===== src/rtl/dispatch_controller.sv =====
// dispatch_controller: moves the IQ head through the decoder into the
// back end, one instruction per cycle, allocating a ROB entry for each.
//
// Ports:
//   clk_in, rst_in (sync, active high), rdy_in (global enable)
//   iq_valid/iq_inst/iq_pc   : IQ head;  iq_pop consumes it
//   dec_inst                 : decoder input (mirrors iq_inst)
//   dec_op_enum, dec_is_*    : decoder results for the IQ head
//   rob_full/rob_tag         : ROB free-entry status; rob_alloc claims it
//   rs_full/lsb_full         : back-pressure from the issue targets
//   rs_issue/lsb_issue       : one-cycle registered issue strobes
//   issue_tag/op/pc          : registered payload of the last issue
//   jalr_done                : outstanding JALR target resolved
//   rollback                 : misprediction flush
//   stall_jalr               : front end held behind a JALR
//   dispatch_cnt             : dispatched instruction count (wraps)

module dispatch_controller #(
  parameter int ROB_ADDR_W = 4,
  parameter int XLEN       = 32,
  parameter int OP_W       = 6,
  parameter logic [OP_W-1:0] OP_ILLEGAL = '0,
  parameter logic [OP_W-1:0] OP_JALR    = OP_W'(2)
) (
  input  logic                  clk_in,
  input  logic                  rst_in,
  input  logic                  rdy_in,
  input  logic                  iq_valid,
  input  logic [XLEN-1:0]       iq_inst,
  input  logic [XLEN-1:0]       iq_pc,
  output logic                  iq_pop,
  output logic [XLEN-1:0]       dec_inst,
  input  logic [OP_W-1:0]       dec_op_enum,
  input  logic                  dec_is_jump,
  input  logic                  dec_is_load,
  input  logic                  dec_is_store,
  input  logic                  rob_full,
  input  logic [ROB_ADDR_W-1:0] rob_tag,
  output logic                  rob_alloc,
  input  logic                  rs_full,
  input  logic                  lsb_full,
  output logic                  rs_issue,
  output logic                  lsb_issue,
  output logic [ROB_ADDR_W-1:0] issue_tag,
  output logic [OP_W-1:0]       issue_op,
  output logic [XLEN-1:0]       issue_pc,
  input  logic                  jalr_done,
  input  logic                  rollback,
  output logic                  stall_jalr,
  output logic [31:0]           dispatch_cnt
);

  typedef enum logic [1:0] {
    ST_RUN,
    ST_WAIT_JALR,
    ST_FLUSH
  } state_t;

  state_t state_q;
  state_t state_d;

  logic go_lsb;
  logic op_legal;
  logic is_jalr;
  logic tgt_full;
  logic head_ok;
  logic fire;
  logic drop;

  assign dec_inst = iq_inst;

  always_comb begin
    go_lsb   = dec_is_load | dec_is_store;
    op_legal = (dec_op_enum != OP_ILLEGAL);
    is_jalr  = dec_is_jump & (dec_op_enum == OP_JALR);
    tgt_full = go_lsb ? lsb_full : rs_full;

    // The head may be consumed only while running and not flushing.
    head_ok = rdy_in & (state_q == ST_RUN)
            & ~rollback & iq_valid;

    fire = head_ok & op_legal & ~rob_full & ~tgt_full;

    // Illegal ops leave the IQ without touching the ROB or targets,
    // so back-pressure does not hold them.
    drop = head_ok & ~op_legal;

    iq_pop    = fire | drop;
    rob_alloc = fire;
  end

  always_comb begin
    state_d = state_q;
    if (rollback) begin
      state_d = ST_FLUSH;
    end else begin
      unique case (state_q)
        ST_RUN: begin
          if (fire && is_jalr) state_d = ST_WAIT_JALR;
        end
        ST_WAIT_JALR: begin
          if (jalr_done) state_d = ST_RUN;
        end
        ST_FLUSH: begin
          state_d = ST_RUN;
        end
        default: begin
          state_d = ST_RUN;
        end
      endcase
    end
  end

  always_ff @(posedge clk_in) begin
    if (rst_in) begin
      state_q      <= ST_RUN;
      stall_jalr   <= 1'b0;
      rs_issue     <= 1'b0;
      lsb_issue    <= 1'b0;
      issue_tag    <= '0;
      issue_op     <= '0;
      issue_pc     <= '0;
      dispatch_cnt <= '0;
    end else if (rdy_in) begin
      state_q    <= state_d;
      stall_jalr <= (state_d == ST_WAIT_JALR);
      rs_issue   <= fire & ~go_lsb;
      lsb_issue  <= fire & go_lsb;
      if (fire) begin
        issue_tag    <= rob_tag;
        issue_op     <= dec_op_enum;
        issue_pc     <= iq_pc;
        dispatch_cnt <= dispatch_cnt + 32'd1;
      end
    end
  end

endmodule

===== config.mk =====
export PLATFORM = sky130hd
export DESIGN_NAME = dispatch_controller
export DESIGN_NICKNAME = d
export VERILOG_FILES = /design/src/rtl/dispatch_controller.sv
export SDC_FILE = /design/constraint.sdc
export NUM_CORES = 1
export LEC_CHECK = 0
export CORE_MARGIN = 5
export CORE_UTILIZATION = 42
export CTS_CLUSTER_SIZE = 8
export DETAILED_ROUTE_END_ITERATION = 7
export GPL_TIMING_DRIVEN = 0
export PLACE_DENSITY = 0.86
export SETUP_SLACK_MARGIN = 0.15
export SLEW_MARGIN = 20
export SYNTH_ARGS = -nofsm -noshare
export SYNTH_HDL_FRONTEND = slang
export SYNTH_SLANG_ARGS = --single-unit
export TNS_END_PERCENT = 5

===== constraint.sdc =====
create_clock -name clk_in -period 5.3 [get_ports clk_in]
set_clock_uncertainty 0.2 [all_clocks]
set_input_delay 1.59 -clock clk_in [delete_from_list [all_inputs] [get_ports clk_in]]
set_output_delay 1.59 -clock clk_in [all_outputs]
set_load 0.02 [all_outputs]

# Yosys cells after proc, flatten, opt, wreduce, memory -nomap -nowiden
# Cells that the tools add are included.
classes:
  add_sub_neg: 1
  n_eq_ne: 3
  n_mux: 5
  bitwise: 17
  n_reduce_logical: 4
op_table:
  columns: ["operator", "count"]
  rows:
  - ["adder 32 x 1 -> 32 bit (second input constant)", 1]
  - ["bitwise AND 1 bit", 10]
  - ["equality test 6 x 2 -> 1 bit (second input constant)", 1]
  - ["two-way mux 2 bit", 3]
  - ["nonzero test 6 bit", 1]
  - ["NOT 1 bit", 5]
  - ["equality test 2 x 1 -> 1 bit (second input constant)", 2]
  - ["one-hot mux 2 bit (2 select lines)", 1]
  - ["logical NOT 2 bit", 1]
  - ["OR 1 bit", 2]
  - ["AND reduction 2 bit", 1]
  - ["logical AND 1 bit", 1]
  - ["two-way mux 1 bit", 1]
word_totals:
  ff_bits: 79
  input_bits: 86
  output_inout_bits: 111
  wordCells: 38

# Depth between registers and ports, before layout
# Gate-level depths: netlist of run 1.
logic_depth:
  word_depth: 12
  mapped_depth: 9
  depth_no_buf: 6

# Worst setup path before layout of run 1
# OpenSTA, ideal clock, no wires.
synth_path:
  kind: "input to output"
  from: "in dec_op_enum[5]"
  to: "out rob_alloc"
  arrival_time_ps: 2946
  path_slack_ps: 564
  cell_stages: 6
  n_path_buf: 2
  path_cell_list: "or4_4 or3_1 buf_2 nand3_2 inv_2 clkbuf_1"
synth_between:
  elab_chain_len: 4
synth_rtl:
  columns: ["item", "line_no", "text"]
  rows:
  - ["start: declaration", "33", "input logic [OP_W-1:0] dec_op_enum,"]
  - ["nonzero test 6 bit", "74", "op_legal = (dec_op_enum != OP_ILLEGAL);"]
  - ["bitwise AND 1 bit (3 in series)", "82", "fire = head_ok & op_legal & ~rob_full & ~tgt_full;"]
  - ["end: declaration", "39", "output logic rob_alloc,"]
# No other way between the ends.

# Worst setup path in the final report of run 1
layout_path:
  from: "in dec_op_enum[2]"
  to: "out rob_alloc"
# Same word-level chain as after synthesis.

==> results of run 1 <==
-- stage by stage --
stage	power (mW)	hold slack (ps)	instances	utilization	instance area [um^2]
after detailed placement	0.767	247	708	0.649	5380
after CTS	1.21	259	728	0.678	5630
final	1.20	256	728	0.679	5640
after global placement	0.764	242	708	0.649	5380
after global routing	1.25	282	728	0.679	5640
after floorplan	0.682	262	440	-	3620
-- cells in the final DEF (no fill, tap or decap), types with 4 or more instances in the layout --
cell type	synthesis	final
inv_1	4	4
or3_1	6	5
nand3_1	15	15
o21ai_1	6	6
nor2_1	12	12
buf_6	7	9
clkdlybuf4s50_1	0	158
nand4_1	7	7
xnor2_1	4	4
buf_2	6	6
clkbuf_1	11	11
or4_1	16	16
o31ai_1	16	16
dfxtp_1	79	79
a21oi_1	74	74
nand2_1	100	100
buf_4	33	37
clkbuf_8	0	10
and3_1	6	6
-- cells by family after synthesis --
group	synth area share
AO/OA/AOI/OAI	0.167
XOR/XNOR	0.0121
buffers and inverters	0.117
multiplexers	0.00276
adder cells (fa/ha/maj)	0.00345
AND/OR/NAND/NOR	0.261
flip-flops	0.437
-- area by class of cell --
| type | count | area (um^2) | area share |
|---|---|---|---|
| flip-flops and latches | 79 | 1580 | 0.281 |
| plain buffers | 58 | 422 | 0.0748 |
| clock buffers | 10 | 128 | 0.0226 |
| well taps | 105 | 131 | 0.0233 |
| repair buffers | 167 | 1660 | 0.294 |
| inverters | 5 | 18.8 | 0.00333 |
| clock inverters | 6 | 70.1 | 0.0124 |
| multi-input cells | 298 | 1630 | 0.289 |
-- sequential cells by signal, indices dropped and copies added (netlist names) --
name          count
issue_pc         32
rs_issue          1
issue_op          6
state_q           2
issue_tag         4
dispatch_cnt     32
lsb_issue         1
stall_jalr        1
-- metal layers --
| layer | part of all wire | wire length, um | up-vias | GRT usage |
|---|---|---|---|---|
| li1 | - | - | 1870 | - |
| met1 | 0.39 | 4460 | 1765 | 0.252 |
| met2 | 0.50 | 5670 | 182 | 0.357 |
| met3 | 0.086 | 983 | 24 | 0.0480 |
| met4 | 0.028 | 321 | 0 | 0.0896 |
| met5 | 0 | 0 | - | 0 |
-- repair_timing --
| item | CTS | global route |
|---|---|---|
| gates resized for setup | 18 | 2 |
| endpoints found under the setup margin | 2 | 2 |
| buffers inserted | 4 | 0 |
| cloned | 0 | 0 |
| pin swaps | 2 | 1 |
-- power by group through the flow --
stage,Clock [mW],Sequential (mW),Combinational (mW)
2_1_floorplan,0,0.620,0.0620
3_3_place_gp,0,0.615,0.150
3_5_place_dp,0,0.615,0.152
4_1_cts,0.460,0.601,0.154
5_1_grt,0.489,0.602,0.162
6_report,0.449,0.601,0.152
-- worst max-delay path by stage --
stage	from	to	slack, ps
final	dec_op_enum[2]	rob_alloc	230
after CTS	dec_op_enum[2]	rob_alloc	160
after global routing	dec_op_enum[2]	rob_alloc	180
after floorplan	dec_op_enum[5]	rob_alloc	560
after detailed placement	dec_op_enum[5]	rob_alloc	-610
after global placement	dec_op_enum[5]	rob_alloc	-600
-- critical path: stages --
cell,delay (ps)
clkdlybuf4s50_1,410
or4_4,420
or3_4,380
buf_6,130
nand3_4,50
inv_2,40
clkbuf_8,130
buf_6,120
==> results.cfg, run 1 <==
[detailed_routing]
wire_per_inst_um = 15.7
drcViolationCount = 0
ant_nets = 0
viasPerCell = 5.28
drt_iter0_markers = 134
via_count = 3841
drt_wl_total_um = 11400
first_pass_iters = 4

[power]
p_leak_nw = 1.91
peakVddDrop_mv = 0.132
p_sw_mw = 0.297
p_sw_frac = 0.247
p_clk_frac = 0.374
powerDensity_nw_per_um2 = 213
combPwrFrac = 0.127
p_int_mw = 0.906
p_seq_frac = 0.500

[clocking]
clk_pin_slew_ps = 80
cts_buffers = 9
clock_latency_ps = 340
htree_levels = 3
ctsRootBufferMaster = clkbuf_8
hold_buffers = 0
cts_max_path_buffers = 2
tritoncts = built
clkSinkCount = 79

[timing]
fin_crit_sh = 0.957
tightestPinTransition_ps = 719
hold_violations = 0
max_clock_freq_mhz = 197
slew_headroom = 0.517
rsz0062_at_grt = false
fin_ws_ps = 227
totalNegativeSetupSlack_ps = 0
finalCriticalPeriod_ps = 5070
finalSetupViolCount = 0
drv_slew = 0

[place]
gp_congestion = 0.849
dp_hpwl_um = 8860
place.port_buffers = 163
place_ws_ps = -613

[yosys]
ys_seq_area_frac = 0.437
syn-num-nets = 527
netlist-cell-type-count = 45
synth_most_common_cell = nand2_1
async_flop_share = 0
yosysTopAreaCellShare = 0.437
ys_warn_count = 0
synth_commonest_cells = nand2_1, dfxtp_1, a21oi_1, buf_4
yosys.area.top_type = dfxtp_1
synthTopCellsByArea = dfxtp_1, nand2_1, a21oi_1, buf_4, o31ai_1
synthCells = 440
synth_area_um2 = 3620
synth_edf_count = 0
ys_ff_latch = 79
syn_area_per_cell_um2 = 8.23
ys.flop_type = dfxtp_1

[setup_path]
rr_startpoint = dispatch_cnt[3]
worstPathArrival_ps = 3280
crit_path_end_kind = output pin
reg2regPathDepth = 7
path_class = in2out
cp_data_required_time_ps = 3510
start_kind = primary input
reg2reg_slack_ps = 2870
cp_max_fo = 3
r2r_end = dispatch_cnt[30]

[run]
cap_viol_max_count = 0

[floorplan]
ios = 197
core_area_um2 = 8300
fp-row-count = 33
die_w_um = 103
fp.dieH_um = 103
initial_core_util = 0.436
fp.dieArea_um2 = 10600

[layout]
nNetsFinal = 705
synthToLayoutAreaGrowth_pct = 55.7
n_antenna_cell = 0
drive_gt1_frac = 0.124
fillers = 658

[grt]
grt_usage = 0.209
grt_pass1_wl_um = 17700
antenna_found_initial = 0
grt_max_degree = 15
grt_pass1_vias = 3782
grt-ovfl-total = 0

[worst_hold_path]
worstHoldPathCells = 2
whs_endpoint = issue_pc[3]
hold_path.class = reg2reg
min_from = issue_pc[3]

[run_status]
status = finished, final reports clean
(Power assumes the default switching activity.)
==> inputs of run 2 (changes only) <==
- CTS_CLUSTER_DIAMETER: default -> 40
==> results of run 2 <==
No change in the layout: final DEF, timing and power equal those of run 1.
